### config.mk
export PLATFORM = sky130hd
export DESIGN_NAME = rj_rx_deser
export DESIGN_NICKNAME = d
export VERILOG_FILES = /design/src/rtl/rj_rx_deser.sv
export SDC_FILE = /design/constraint.sdc
export NUM_CORES = 1
export LEC_CHECK = 0
export BUFFER_PORTS_ARGS = -buffer_cell sky130_fd_sc_hd__buf_2
export CAP_MARGIN = 20
export CORE_UTILIZATION = 51
export DETAILED_ROUTE_END_ITERATION = 7
export PLACE_DENSITY_LB_ADDON = 0.08
export SLEW_MARGIN = 10
export SYNTH_ARGS = -nofsm -noshare
export SYNTH_HDL_FRONTEND = slang
export SYNTH_SLANG_ARGS = --single-unit
### constraint.sdc
create_clock -name clk -period 1.3 [get_ports clk]
set_input_delay 0.26 -clock clk [delete_from_list [all_inputs] [get_ports clk]]
set_output_delay 0.26 -clock clk [all_outputs]
set_load 0.1 [all_outputs]
### src/rtl/rj_rx_deser.sv
// rj lane receiver: lane-clock recovery, sync hunt, MSB-first word deserializer.
// Define RJ_RX_PARITY_EN to expect one even-parity bit after every data word.
module rj_rx_deser #(
    parameter int                DATA_W   = 8,
    parameter int                SYNC_W   = 8,
    parameter logic [SYNC_W-1:0] SYNC_PAT = 8'hA5,
    parameter int                TIMEOUT  = 64
) (
    input  logic              clk,
    input  logic              rst,
    input  logic [1:0]        rj_lane,
    output logic [DATA_W-1:0] rx_data,
    output logic              rx_valid,
    input  logic              rx_ready,
    output logic              rx_lock,
    output logic              rx_overrun,
    output logic              rx_par_err
);

`ifdef RJ_RX_PARITY_EN
    localparam int PAR_W = 1;
`else
    localparam int PAR_W = 0;
`endif
    localparam int FRAME_W = DATA_W + PAR_W;
    localparam int CNT_W   = $clog2(FRAME_W + 1);
    localparam int TO_W    = $clog2(TIMEOUT + 1);

    localparam logic [CNT_W-1:0] CNT_LAST = CNT_W'(FRAME_W - 1);
    localparam logic [TO_W-1:0]  TO_MAX   = TO_W'(TIMEOUT);
    localparam logic [TO_W-1:0]  TO_LAST  = TO_W'(TIMEOUT - 1);

    typedef enum logic {
        HUNT,
        DATA
    } state_t;

    state_t              state;
    logic [1:0]          sync1;
    logic [1:0]          sync2;
    logic                clk_q;
    logic                samp;
    logic                bit_in;
    logic [SYNC_W-1:0]   hist;
    logic [SYNC_W-1:0]   hist_nxt;
    logic [FRAME_W-1:0]  shreg;
    logic [CNT_W-1:0]    bit_cnt;
    logic [TO_W-1:0]     to_cnt;
    logic                word_done;
    logic                frame_ok;
    logic [DATA_W-1:0]   word_data;

    assign samp      = sync2[1] & ~clk_q;
    assign bit_in    = sync2[0];
    assign hist_nxt  = {hist[SYNC_W-2:0], bit_in};
    assign word_data = shreg[FRAME_W-1 -: DATA_W];

`ifdef RJ_RX_PARITY_EN
    assign frame_ok = ~^shreg;
`else
    assign frame_ok = 1'b1;
`endif

    // two-flop synchronizer on both lane bits plus lane-clock edge history
    always_ff @(posedge clk) begin
        if (rst) begin
            sync1 <= 2'b00;
            sync2 <= 2'b00;
            clk_q <= 1'b0;
        end else begin
            sync1 <= rj_lane;
            sync2 <= sync1;
            clk_q <= sync2[1];
        end
    end

    // hunt/data state machine, bit counting and lane-clock watchdog
    always_ff @(posedge clk) begin
        if (rst) begin
            state     <= HUNT;
            hist      <= '0;
            shreg     <= '0;
            bit_cnt   <= '0;
            to_cnt    <= '0;
            word_done <= 1'b0;
            rx_lock   <= 1'b0;
        end else begin
            word_done <= 1'b0;
            if (samp) begin
                to_cnt <= '0;
            end else if (to_cnt != TO_MAX) begin
                to_cnt <= to_cnt + 1'b1;
            end
            unique case (state)
                HUNT: begin
                    if (samp) begin
                        hist <= hist_nxt;
                        if (hist_nxt == SYNC_PAT) begin
                            state   <= DATA;
                            rx_lock <= 1'b1;
                            bit_cnt <= '0;
                        end
                    end
                end
                DATA: begin
                    if (samp) begin
                        shreg <= {shreg[FRAME_W-2:0], bit_in};
                        if (bit_cnt == CNT_LAST) begin
                            bit_cnt   <= '0;
                            word_done <= 1'b1;
                        end else begin
                            bit_cnt <= bit_cnt + 1'b1;
                        end
                    end else if (to_cnt == TO_LAST) begin
                        state   <= HUNT;
                        rx_lock <= 1'b0;
                        hist    <= '0;
                        bit_cnt <= '0;
                    end
                end
                default: begin
                    state <= HUNT;
                end
            endcase
        end
    end

    // one-entry output register with overrun detection
    always_ff @(posedge clk) begin
        if (rst) begin
            rx_data    <= '0;
            rx_valid   <= 1'b0;
            rx_overrun <= 1'b0;
        end else begin
            rx_overrun <= 1'b0;
            if (rx_valid && rx_ready) begin
                rx_valid <= 1'b0;
            end
            if (word_done && frame_ok) begin
                if (!rx_valid || rx_ready) begin
                    rx_data  <= word_data;
                    rx_valid <= 1'b1;
                end else begin
                    rx_overrun <= 1'b1;
                end
            end
        end
    end

`ifdef RJ_RX_PARITY_EN
    // flag frames whose even parity fails; such words are dropped
    always_ff @(posedge clk) begin
        if (rst) begin
            rx_par_err <= 1'b0;
        end else begin
            rx_par_err <= word_done & ~frame_ok;
        end
    end
`else
    assign rx_par_err = 1'b0;
`endif

endmodule

Yosys cells after proc, flatten, opt, wreduce, memory -nomap -nowiden:

Cells that the tools add are included.

* eq/ne operators: 9
* bitwise gates (word level): 5
* mux-type cells: 25
* add/sub/neg operators: 2
* reduce and logical (&&, ||, !) cells: 11

Operators with widths (number)
* 2-to-1 mux 7 bit: 3
* 2-to-1 mux 4 bit: 5
* one-hot mux 7 bit (2 select lines): 1
* 2-to-1 mux 1 bit: 13
* equality test 8 bit, second input constant: 1
* one-hot mux 4 bit (2 select lines): 1
* adder 7 x 1 -> 7 bit, second input constant: 1
* equality test 7 x 6 -> 1 bit, second input constant: 1
* != test 7 bit, second input constant: 1
* != test 2 bit, second input constant: 3
* AND reduction 3 bit: 2
* adder 4 x 1 -> 4 bit, second input constant: 1
* equality test 4 x 3 -> 1 bit, second input constant: 1
* inverter 1 bit: 4
* one-hot mux 1 bit (2 select lines): 2
* AND reduction 2 bit: 2
* AND reduction 4 bit: 1
* OR reduction 2 bit: 2
* != test 3 x 1 -> 1 bit, second input constant: 1
* OR reduction 3 bit: 1
* != test 2 x 1 -> 1 bit, second input constant: 1
* bitwise AND 1 bit: 1
* logical AND 1 bit: 1
* logical NOT 1 bit: 1
* logical OR 1 bit: 1

* input port bits: 5
* flip-flop bits (word level): 44

Logic depth before layout (Yosys ltp):

* depth after elaboration: 4
* gate-level depth with buffers: 6

Least setup slack after synthesis:

No wires, ideal clock.

* path kind: flip-flop to flip-flop
* start: reg rx_valid
* end: reg rx_data[0]
* period minus slack after synthesis: 1.880 ns
* setup time: 0.118 ns
* path buffers: 0
* arrival time: 1.762 ns
* setup slack: -0.580 ns
* cell stages (with the launch flop): 5
* data required time: 1.182 ns
* path through: dfxtp_1 -> inv_1 -> o21ai_4 -> mux2i_1 -> nor2_1

* cells in the longest elaborated chain, start to end: 3

RTL lines
* start, declared: RTL line 13 `output logic rx_valid,`
* start signal, assigned: RTL line 132 `rx_valid <= 1'b0;`
* start signal, assigned: RTL line 137 `rx_valid <= 1'b0;`
* start signal, assigned: RTL line 142 `rx_valid <= 1'b1;`
* logical NOT 1 bit: RTL line 140 `if (!rx_valid || rx_ready) begin`
* logical OR 1 bit: RTL line 140
* AND reduction 2 bit (no line)
* end signal, assigned: RTL line 141 `rx_data <= word_data;`
* end, declared: RTL line 12 `output logic [DATA_W-1:0] rx_data,`

Every way passes these cells.
A chain may end at the register's enable or synchronous reset.

Worst setup path in the final report:

* start: reg to_cnt[1]
* end: reg state

* cells in the longest elaborated chain, start to end: 4

RTL lines
* start, declared: RTL line 48 `logic [TO_W-1:0] to_cnt;`
* start signal, assigned: RTL line 92 `to_cnt <= to_cnt + 1'b1;`
* equality test 7 x 6 -> 1 bit: RTL line 114 `end else if (to_cnt == TO_LAST) begin`
* 2-to-1 mux 1 bit: RTL line 114
* 2-to-1 mux 1 bit: RTL line 106 `if (samp) begin`
* one-hot mux 1 bit (2 select lines): RTL line 94 `unique case (state)`
* end signal, assigned: RTL line 99 `state <= DATA;`
* end signal, assigned: RTL line 115 `state <= HUNT;`
* end signal, assigned: RTL line 122 `state <= HUNT;`
* end, declared: RTL line 38 `state_t state;`

Every way passes these cells.

==> out/results.tsv <==
stage	metric	value	unit
run_status	run status	complete, but fails checks	
run_status	failing checks	negative setup slack	
sta	final hold slack	0.1336	ns
synth	Mapped Nets	187	
critical_path	CP Class	reg -> reg	
synth	register area share after synthesis	0.5109	
global_routing	first-pass GRT wire length	5278	um
global_routing	initial antenna violation count	0	
cts	later-pin clock latency in the skew report	0.34	ns
global_routing	met3 Use GR	0.05628	
sta	Tcrit/Tclk final	1.086	
power	Power Density	1012	nW/um2
cts	CTS Buf Count	5	
floorplan	# rows	20	
floorplan	core area	3128	um2
cts	Clock Sinks	44	
placed_design	dpl cells	241	
drt	Routed wire per std cell	12.65	um
drt	First DRT Iteration DRCs	36	
sta	RSZ-0062 raised after global routing	yes	
finish	Register Area	887.1	um2
worst_hold_path	Hold Crit Class	in -> reg	
global_routing	Global Route met2 Usage	0.3642	
worst_hold_path	hold path cells	2	
cts	Max Root-Sink Buffers	2	
finish	Multi-input gate area	838.3	um2
cts	H-tree depth	2	
synth	Mapped Cells	179	
critical_path	Worst EP required	1.54	ns
placed_design	dpl hpwl	2366	um
critical_path	Setup crit start kind	flip-flop	
synth	post-synth top area cell	dfxtp_1	
sta	final worst slack	-0.1121	ns
drt	final wirelength	3188	um
synth	Mean Syn Cell Area	9.632	um2
global_routing	largest net degree at the start of global routing	17	
synth	largest family of logic cells by synthesized area	simple AND/OR/NAND/NOR gates	
synth	largest cells by area after synthesis	dfxtp_1 51%, mux2i_1 9.9%, nand2_1 4.6%, nor2_1 4.6%, a21oi_1 3.2%	
sta	clock skew	0.01198	ns
finish	filler instances	248	
placed_design	GP Congestion	0.7415	
floorplan	Die W	60.15	um
critical_path	Critical Path Start	to_cnt[1]	
power	Worst VDD drop	1.036	mV
power	leakage	0.8622	nW
synth	post-synthesis simple-gate area fraction	0.2119	
global_routing	gr usage total	0.1990	
drt	vias per cell	5.143	
drt	Post-DRT Antenna Nets	0	
synth	Synth Flop Type	dfxtp_1	
critical_path	Reg-to-Reg Start	to_cnt[1]	
sta	Hold Violations, Final	0	
flow_run	max cap viols	0	
finish	finished layout cell area	2197	um2
synth	Synth Area in Adders	0.02177	
drt	Residual DRC	0	
sta	minimum clock period	1.412	ns
critical_path	crit end category	flip-flop	
global_routing	vias in the first global route	1284	
drt	1st-pass router iterations	4	
synth	async set or reset register ratio after synthesis	0	
finish	Ant. Diodes	0	
cts	TritonCTS clock tree	done	
floorplan	die area	3617	um2
critical_path	Worst Path Arrival	1.66	ns
critical_path	largest fanout on the critical path	3	
synth	count of cell types in the netlist	36	
power	total power	0.002223	W
sta	Slew Viols, Final	0	
placed_design	Area after DPL	2044	um2
finish	Area growth syn-to-layout	27.43	%
synth	yosys warns	0	
critical_path	R2R setup slack	-0.11	ns
synth	most common cell in the synthesized netlist	dfxtp_1	
synth	EDFF count, synth	0	
floorplan	Die Y	60.15	um
drt	Via Count	1296	
sta	fmax	708.2	MHz
synth	Synth top area share	0.5109	
finish	nets@finish	215	
synth	Compound-Gate Fraction of Synth Area	0.08853	
global_routing	met1 Use GR	0.2032	
worst_hold_path	hold_sp	rj_lane[1]	
global_routing	global route overflow	0	
floorplan	starting density of the core	0.5512	
cts	hold buffer count at CTS	0	
synth	synth cell count leaders	44 x dfxtp_1, 21 x nand2_1, 21 x nor2_1, 17 x mux2i_1, 11 x a21oi_1	
floorplan	I/O pin cnt	17	
global_routing	global route hottest layer	met2	
finish	layout cells sized above 1	0.2548	
synth	post-synthesis xor/xnor area fraction	0.03048	
placed_design	Placement Setup Slack	-0.05164	ns
sta	Setup-failing EPs final	17	
synth	cell area after synthesis	1724	um2
cts	CTS clock-pin slew for the worst setup and hold paths	0.12	ns
cts	CTS root buf	clkbuf_4	
synth	mux contribution to synthesized area	0.09869	
finish	fin cells	252	
critical_path	Reg2Reg Depth	6	
placed_design	IO Port Bufs	15	
synth	flops & latches, synth	44	
-- repair_timing --
action	in CTS	in global routing
gates resized for setup	5	11
setup endpoints to repair	9	21
endpoints found under the hold margin	0	0
pin swaps	2	8
buffers inserted	0	3
-- logic make-up after synthesis --
family                   count (synthesis)
adder cells (fa/ha/maj)                  3
AND/OR/NAND/NOR                         72
AO/OA/AOI/OAI                           22
XOR/XNOR                                 6
buffers and inverters                   14
multiplexers                            17
flip-flops                              44
other                                    1
-- report_power, final --
part           internal (W)  switching (W)  leakage (nW)
Sequential          0.00136     0.00000979         0.357
Clock              0.000319       0.000391        0.0386
Combinational     0.0000633      0.0000792         0.466
Total               0.00174       0.000480         0.862
-- critical path, stage by stage, from the launching register on --
cell,delay (ns)
dfxtp_2,0.35
buf_4,0.13
ha_1,0.21
nand2_1,0.11
nor3_2,0.06
buf_4,0.14
a221oi_1,0.31
-- placed cells by master (no fill, tap or decap), types with 2 or more instances in the layout --
master and count:
o21ai_0 3, nor2_1 20, nor2_4 3, dfxtp_1 41
nand3b_1 2, inv_2 3, buf_2 4, a21oi_1 11
buf_4 13, nand3_1 5, ha_1 2, nand2_1 20
o21a_1 2, xor2_1 4, nor3_1 4, clkbuf_8 2
mux2i_1 17, buf_12 10, xnor2_1 2, nor2b_1 5
clkbuf_4 5, dfxtp_2 2, inv_1 5
-- final timing paths --
path,end
setup reg to reg,state
hold reg to reg,sync2[1]
hold / removal,sync1[1]
setup / recovery,state
-- sequential cells by signal, indices dropped and copies added, names as in the netlist --
register    count
rx_lock         1
hist            7
to_cnt          7
state           1
sync2           2
rx_overrun      1
shreg           8
rx_valid        1
clk_q           1
rx_data         8
sync1           2
word_done       1
bit_cnt         4
-- final cells by class --
cell class                 count  share of cell area
sequential                    44              0.4038
multi-input combinational    121              0.3815
timing repair buffer          27              0.1446
clock buffer                   8             0.03132
tap                           44             0.02506
inverter                       8             0.01367
-- routing by layer --
layer | part of all wire | wire length, um
met1 | 0.41 | 1318
met2 | 0.54 | 1718
met3 | 0.026 | 84
met4 | 0.021 | 68
met5 | 0 | 0
-- per-stage QoR --
stage	utilization	TNS, ns
2_1_floorplan	-	0
3_3_place_gp	0.6536	0
3_5_place_dp	0.6536	-0.2781
4_1_cts	0.6812	0
5_1_grt	0.7024	-2.299
6_report	0.7024	-0.7919
(Power assumes the default switching activity.)
